`config.mk`:
```
export PLATFORM = sky130hd
export DESIGN_NAME = fftreorder_flat
export DESIGN_NICKNAME = d
export VERILOG_FILES = /design/src/rtl/fftreorder_if.sv /design/src/rtl/fftreorder.sv /design/src/flat_wrapper.sv
export SDC_FILE = /design/constraint.sdc
export NUM_CORES = 2
export LEC_CHECK = 0
export BUFFER_PORTS_ARGS = -buffer_cell sky130_fd_sc_hd__buf_4
export CAP_MARGIN = 20
export CELL_PAD_IN_SITES_DETAIL_PLACEMENT = 2
export CELL_PAD_IN_SITES_GLOBAL_PLACEMENT = 2
export CORE_ASPECT_RATIO = 0.9
export CORE_MARGIN = 2
export CORE_UTILIZATION = 46
export DETAILED_ROUTE_END_ITERATION = 8
export PLACE_DENSITY_LB_ADDON = 0.1
export SKIP_LAST_GASP = 1
export SYNTH_ARGS = -nofsm -noshare
export SYNTH_HDL_FRONTEND = slang
export SYNTH_SLANG_ARGS = --single-unit
export TNS_END_PERCENT = 5
```
`constraint.sdc`:
```
create_clock -name i_clk -period 4.9 [get_ports i_clk]
set_clock_uncertainty 0.05 [all_clocks]
set_input_delay 0.245 -clock i_clk [delete_from_list [all_inputs] [get_ports i_clk]]
set_output_delay 0.245 -clock i_clk [all_outputs]
set_load 0.05 [all_outputs]
```
`src/rtl/fftreorder_if.sv`:
```
// Sample stream bundle for the FFT output reorder buffer.
// The master side drives the input stream; the slave side (the reorder buffer) returns the reordered stream.
interface fftreorder_if #(
    parameter int WIDTH = 38
);
    logic             i_ce;
    logic             i_sync;
    logic [WIDTH-1:0] i_sample;
    logic             i_brev;
    logic [WIDTH-1:0] o_sample;
    logic             o_sync;
    logic             o_frame_err;

    modport master (
        output i_ce, i_sync, i_sample, i_brev,
        input  o_sample, o_sync, o_frame_err
    );

    modport slave (
        input  i_ce, i_sync, i_sample, i_brev,
        output o_sample, o_sync, o_frame_err
    );
endinterface

```
`src/rtl/fftreorder.sv`:
```
// Ping-pong reorder buffer for the FFT output: each frame is emitted either in
// bit-reversed-address order (natural order out) or in input order, with sync alignment checking.
//
// state   | meaning
// S_IDLE  | not armed; samples are ignored until the first i_ce & i_sync
// S_RUN   | armed; frames free-run on the write index wrap
module fftreorder #(
    parameter int LGSIZE = 4,
    parameter int WIDTH  = 38
) (
    input  logic        i_clk,
    input  logic        i_reset,
    fftreorder_if.slave bus
);
    localparam int N = 1 << LGSIZE;

    typedef enum logic {S_IDLE, S_RUN} state_t;

    state_t state, state_nxt;

    logic [LGSIZE-1:0] wr_idx;
    logic              wr_bank;
    logic [1:0]        bank_full;
    logic [1:0]        bank_brev;
    logic              rd_valid;
    logic              rd_first;
    logic [WIDTH-1:0]  rd_data;
    logic [WIDTH-1:0]  mem [0:2*N-1];

    logic              armed;
    logic              accept;
    logic              misalign;
    logic              rd_bank;
    logic              rd_go;
    logic [LGSIZE-1:0] rd_idx;
    logic [LGSIZE:0]   wr_addr;

    function automatic logic [LGSIZE-1:0] bitrev(input logic [LGSIZE-1:0] v);
        logic [LGSIZE-1:0] r;
        r = '0;
        for (int b = 0; b < LGSIZE; b++) begin
            r[b] = v[LGSIZE-1-b];
        end
        return r;
    endfunction

    always_ff @(posedge i_clk) begin
        if (i_reset) begin
            state <= S_IDLE;
        end else begin
            state <= state_nxt;
        end
    end

    always_comb begin
        state_nxt = state;
        case (state)
            S_IDLE:  if (bus.i_ce && bus.i_sync) state_nxt = S_RUN;
            S_RUN:   state_nxt = S_RUN;
            default: state_nxt = S_IDLE;
        endcase
    end

    assign armed    = (state == S_RUN);
    assign accept   = bus.i_ce && (armed || bus.i_sync);
    assign misalign = bus.i_ce && armed && bus.i_sync && (wr_idx != '0);
    assign wr_addr  = misalign ? '0 : {wr_bank, wr_idx};

    // The bank not being written is the one read out, slot by slot in step with wr_idx.
    assign rd_bank  = ~wr_bank;
    assign rd_go    = bus.i_ce && armed && !misalign && bank_full[rd_bank];
    assign rd_idx   = bank_brev[rd_bank] ? bitrev(wr_idx) : wr_idx;

    always_ff @(posedge i_clk) begin
        if (accept) begin
            mem[wr_addr] <= bus.i_sample;
        end
    end

    always_ff @(posedge i_clk) begin
        if (rd_go) begin
            rd_data <= mem[{rd_bank, rd_idx}];
        end
    end

    always_ff @(posedge i_clk) begin
        if (i_reset) begin
            wr_idx          <= '0;
            wr_bank         <= 1'b0;
            bank_full       <= '0;
            bank_brev       <= '0;
            rd_valid        <= 1'b0;
            rd_first        <= 1'b0;
            bus.o_sample    <= '0;
            bus.o_sync      <= 1'b0;
            bus.o_frame_err <= 1'b0;
        end else if (bus.i_ce) begin
            bus.o_sample <= rd_valid ? rd_data : '0;
            bus.o_sync   <= rd_valid && rd_first;
            rd_valid     <= rd_go;
            rd_first     <= rd_go && (wr_idx == '0);

            if (misalign) begin
                // Abandon everything buffered and restart as index 0 of bank 0.
                bus.o_frame_err <= 1'b1;
                bus.o_sample    <= '0;
                bus.o_sync      <= 1'b0;
                rd_valid        <= 1'b0;
                bank_full       <= '0;
                bank_brev[0]    <= bus.i_brev;
                wr_bank         <= 1'b0;
                wr_idx          <= {{(LGSIZE-1){1'b0}}, 1'b1};
            end else if (accept) begin
                if (wr_idx == '0) begin
                    bank_brev[wr_bank] <= bus.i_brev;
                end
                if (rd_go && (&wr_idx)) begin
                    bank_full[rd_bank] <= 1'b0;
                end
                if (&wr_idx) begin
                    bank_full[wr_bank] <= 1'b1;
                    wr_bank            <= ~wr_bank;
                end
                wr_idx <= wr_idx + {{(LGSIZE-1){1'b0}}, 1'b1};
            end
        end
    end
endmodule

```
`src/flat_wrapper.sv`:
```
// flat-port wrapper written by rule: the top's interface ports become plain ports
module fftreorder_flat 
#(
    parameter int LGSIZE = 4,
    parameter int WIDTH  = 38
)
  (i_clk, i_reset, bus_i_ce, bus_i_sync, bus_i_sample, bus_i_brev, bus_o_sample, bus_o_sync, bus_o_frame_err);
  fftreorder_if #(.WIDTH(WIDTH)) bus_i ();
  input  logic i_clk;
  input  logic i_reset;
  input wire logic [$bits(bus_i.i_ce)-1:0] bus_i_ce;
  input wire logic [$bits(bus_i.i_sync)-1:0] bus_i_sync;
  input wire logic [$bits(bus_i.i_sample)-1:0] bus_i_sample;
  input wire logic [$bits(bus_i.i_brev)-1:0] bus_i_brev;
  output wire logic [$bits(bus_i.o_sample)-1:0] bus_o_sample;
  output wire logic [$bits(bus_i.o_sync)-1:0] bus_o_sync;
  output wire logic [$bits(bus_i.o_frame_err)-1:0] bus_o_frame_err;
  assign bus_i.i_ce = bus_i_ce;
  assign bus_i.i_sync = bus_i_sync;
  assign bus_i.i_sample = bus_i_sample;
  assign bus_i.i_brev = bus_i_brev;
  assign bus_o_sample = bus_i.o_sample;
  assign bus_o_sync = bus_i.o_sync;
  assign bus_o_frame_err = bus_i.o_frame_err;
  fftreorder #(.LGSIZE(LGSIZE), .WIDTH(WIDTH)) u_core (.i_clk(i_clk), .i_reset(i_reset), .bus(bus_i));
endmodule
```
# == Word-level counts from Yosys, hierarchy flattened ==
# Memories as Yosys holds them, arrays and structs flattened. A register that Yosys moved wholly into a read port is not among the register bits.
# Cells that the tools add are included.
# word_totals
reg_bits,52
ramBits,1216
word_cells,83
mem_count,1
# mem_list
name,words,word_bits,rd,rd_ports_with_merged_regs,wr,line,rtl
u_core.mem,32,38,1,1,1,fftreorder.sv:28,logic [WIDTH-1:0] mem [0:2*N-1];
# classes
n_addsub,1
order_cmp,4
muxes,35
n_bitwise,6
reduce_logical,25
# op_table
operator,n
$mux W38,2
$mux W1,17
$mux W2,8
$logic_and A1 B1 Y1,12
$mux W4,3
$reduce_and A4 Y1,2
$reduce_and A3 Y1,2
$reduce_bool A2 Y1,3
$mux W5,1
$add A4 B1 Y4 const B,1
$logic_not A4 Y1,1
$lt A1 B2 Y1 const B,2
$reduce_and A2 Y1,2
$reduce_bool A4 Y1,1
$not A1 Y1,3
$and A2 B2 Y2,1
$bwmux W2,1
$demux W1 S1,2
$ge A1 B1 Y1 const B,2
$not A2 Y2,1
$or A2 B2 Y2,1
$pmux W1 S2,1
$logic_not A1 Y1,1
$logic_or A1 B1 Y1,1

# == Longest topological paths before layout ==
# depth
depth_word,16
mapped_depth,10
depth_no_buf,7

# == Worst setup path after synthesis ==
# Ideal clock, no wire load.
# synth_path
path_kind,register to register
from,register u_core.wr_idx[1]
to,"register u_core.rd_data[0] (read register of u_core.mem), enable pin"
setup_ns,0.483
t_arrival_ns,3.872
path_slack_ns,0.495
path_stages_with_launch,8
path_buffers,2
synth_period_minus_slack_ns,4.405
path_cell_list,dfxtp_1 > buf_2 > inv_1 > ha_1 > and2_1 > nor2_1 > clkbuf_1 > nor3_1
# synth_via
elab_chain_cells,5
word_cells_on_any_way,6
classes_between,mux: 1; reduce/logical: 5
# synth_lines
element,line,rtl
from (decl),fftreorder.sv:21,logic [LGSIZE-1:0] wr_idx;
from (signal assigned),fftreorder.sv:112,"wr_idx <= {{(LGSIZE-1){1'b0}}, 1'b1};"
from (signal assigned),fftreorder.sv:124,"wr_idx <= wr_idx + {{(LGSIZE-1){1'b0}}, 1'b1};"
$reduce_bool A4 Y1,fftreorder.sv:66,assign misalign = bus.i_ce && armed && bus.i_sync && (wr_idx != '0);
$logic_and A1 B1 Y1,fftreorder.sv:66,
$logic_not A1 Y1,fftreorder.sv:71,assign rd_go = bus.i_ce && armed && !misalign && bank_full[rd_bank];
$logic_and A1 B1 Y1 (2 in a row),fftreorder.sv:71,
to (decl),fftreorder.sv:27,logic [WIDTH-1:0] rd_data;
# Several ways; a longest one is shown, not always the timed one.
# A chain may end at the register's enable or synchronous reset.

# == Worst setup path after layout ==
# layout_path
from,register u_core.wr_idx[1]
to,"register u_core.rd_data[14] (read register of u_core.mem), data pin"
# The elaborated chain is that of the path after synthesis.

==> metrics <==
GRT Overall Usage 0.3295; Via density about 6.6; final RePlAce weighted congestion approximately 0.83; cell-internal power ~19,000 µW; CP arrival 4.73 ns; most frequent cells after synthesis edfxtp_1, mux2i_1, nand2_1; power per cell area a little under 400 nW/µm²; RSZ-0062 raised after global routing false; Fill cells between 10,000 and 15,000; die area roughly 120,000 µm²; Net Switching roughly 5600 µW; Initial Utilization 0.4627; final instance area approximately 63,000 µm²; worst setup path category reg -> reg; vias in the first global route ~40,000; placed insts about 5,400; Final #Nets roughly 4,000; Worst slew margin 0.2168; Synth Flop Type edfxtp_1; Clk pwr share 0.438; Area after DPL ~58,000 µm²; fraction of registers with async set/reset 0; reg2reg end u_core.rd_data[14]; worst setup path start u_core.wr_idx[1]; count leader, synth edfxtp_1; Root Buffer clkbuf_16; worst r2r path cells 8; Final Setup Violations 0; post-route ant nets 0; R2R Setup Slk between 0.5 and 0.6 ns; post-CTS resize count 0; cell area after synthesis between 50,000 and 60,000 µm²; H-Tree Depth 4; initial antenna violation count 4; drt wl/cell ~36 µm; Yosys top cell by area edfxtp_1; final core utilization 0.5282; insertion delay to the later sink of the worst-skew pair 0.80 ns; Final Max Slew Viols 0; # clock sinks 1,306; Combinational Power Share 0.056; fin crit period roughly 4.4 ns; port buffer count around 80; worst hold path type in -> reg; layout cells sized above 1 0.1132; Peak VDD IR between 0.0003 and 0.0004 V; Tcrit/Tclk final 0.8897; maxcap violations 0; proportion of netlist area held by the largest area contributor 0.6853; CTS tree done; Startpoint Class register; Mapped Cells roughly 3,900; largest net degree at the start of global routing between 150 and 200; DRC 0; First DRT Iteration DRCs about 4,000; via count between 30,000 and 40,000; WP data required about 5.3 ns; worst r2r src u_core.wr_idx[1]; clock-pin slew on the worst setup and hold paths roughly 0.060 ns; CP Capture Point u_core.rd_data[14]; post-synthesis cell type count 45; Die Span Y around 330 µm; hold wc startpoint bus_i_brev; crit-path max FO 75; 1st-pass router iterations 5; DP Wirelength 113.6 mm; slew at the pin closest to its max-slew limit approximately 1.2 ns; first-pass GRT wire length approximately 300 mm; Post-CTS Setup Bufs 0; TNS Setup 0 ns; #FFs+latches synth 1,306; total CTS buffers approximately 140; element type at the critical path end register; Post-synth EDFFs around 1,300; IO Pins 83; die width around 370 µm; Fmax between 200 and 250 MHz; syn nets 3,934; Synth Warn # 0; cts hold-fix bufs 42; switching part of the total 0.2299; worst-case clock buffer depth 3; Hold Violations, Final 0; top post-synthesis cells by area edfxtp_1, mux2i_1, nand2_1; Lkg Pwr 0.01987 µW; total congestion overflow 0; core box area 118,800 µm²; final wirelength slightly above 200 mm; status finished clean; Seq pwr share 0.506; syn avg cell area around 14 µm²; Post-Layout Cell Count 5,687; row count 120; synth-to-layout area growth 14.16%; Seq/Total Area, Yosys 0.7042
[critical path, cell delays in order, from the launching register on]
cell and delay (ns):
dfxtp_4 0.62, buf_4 0.78, nor3b_1 0.21, mux2i_4 0.22, buf_12 0.48, o22ai_1 0.19
a31oi_1 0.25, a31oi_1 0.19, nor4_1 0.90
[how the worst min path moves through the flow]
stage,endpoint,slack [ns],cells after the start
5_1_grt,u_core.bank_brev[0],0.28,4
3_3_place_gp,u_core.bus.o_sync,0.41,2
3_5_place_dp,u_core.bus.o_sample[11],0.44,2
4_1_cts,u_core.bank_brev[1],0.21,4
6_report,u_core.bank_brev[1],0.25,4
2_1_floorplan,u_core.mem[0][0],0.29,0
[layout make-up]
cell class	count	area, µm²	area share
multi-input cells	2270	15130	0.2412
inverters	8	30.03	0.0004787
diodes	1	2.502	0.00003989
clock buffers	198	4003	0.06381
clock inverters	63	475.5	0.007579
flip-flops and latches	1306	38710	0.6170
repair buffers	255	2395	0.03818
well taps	1586	1984	0.03163
[cell families after synthesis]
| logic type | Yosys count | synth area share |
|---|---|---|
| adder cells (fa/ha/maj) | 2 | 0.0004553 |
| multiplexers | 491 | 0.09003 |
| AND/OR/NAND/NOR | 1169 | 0.1039 |
| AO/OA/AOI/OAI | 605 | 0.07382 |
| buffers and inverters | 313 | 0.02707 |
| flip-flops | 1306 | 0.7042 |
| XOR/XNOR | 3 | 0.0004783 |
[state kept, by name, summed over array words and instances, names as in the netlist]
name,cells
u_core.bus.o_sync,1
u_core.armed,1
u_core.mem,1216
u_core.rd_first,1
u_core.wr_bank,1
u_core.bus.o_sample,38
u_core.bus.o_frame_err,1
u_core.bank_brev,2
u_core.wr_idx,4
u_core.rd_valid,1
u_core.bank_full,2
u_core.rd_data,38
[per-layer routing]
| layer | up-vias | routed length [µm] | part of all wire | global-route usage |
|---|---|---|---|---|
| met5 | - | 13 | 0.000064 | 0 |
| met4 | 2 | 7714 | 0.038 | 0.1282 |
| met3 | 396 | 13090 | 0.064 | 0.04781 |
| met2 | 1638 | 100800 | 0.49 | 0.5521 |
| met1 | 20010 | 82570 | 0.40 | 0.4341 |
| li1 | 15360 | - | - | - |
[cells in the final DEF (no fill, tap or decap), drive strengths merged, types with 74 or more instances in the layout]
cell type  instances
nor2b             86
clkbuf           198
nor2              94
o22ai            119
and3              74
edfxtp          1254
a31oi            155
a211oi            82
buf              213
nand3            305
a21oi             84
nand2            467
mux2i            488
[power groups by stage]
stage | logic (µW) | clock network (µW) | registers (µW)
after CTS | 1350 | 10800 | 12300
after detailed placement | 1290 | 0 | 12500
after global routing | 1430 | 11100 | 12300
after floorplan | 716 | 0 | 12500
final | 1350 | 10600 | 12300
after global placement | 1200 | 0 | 12500
[per-stage QoR]
stage | setup WS [ns] | hold WS, ns | total power, µW
6_report | 0.5405 | 0.2494 | 24290
5_1_grt | 0.4416 | 0.2844 | 24830
4_1_cts | 0.6048 | 0.2098 | 24400
3_5_place_dp | 0.6675 | 0.4371 | 13810
3_3_place_gp | 0.8059 | 0.4117 | 13720
2_1_floorplan | 0.4951 | 0.2939 | 13230
Power figures use the tool's default switching activity.
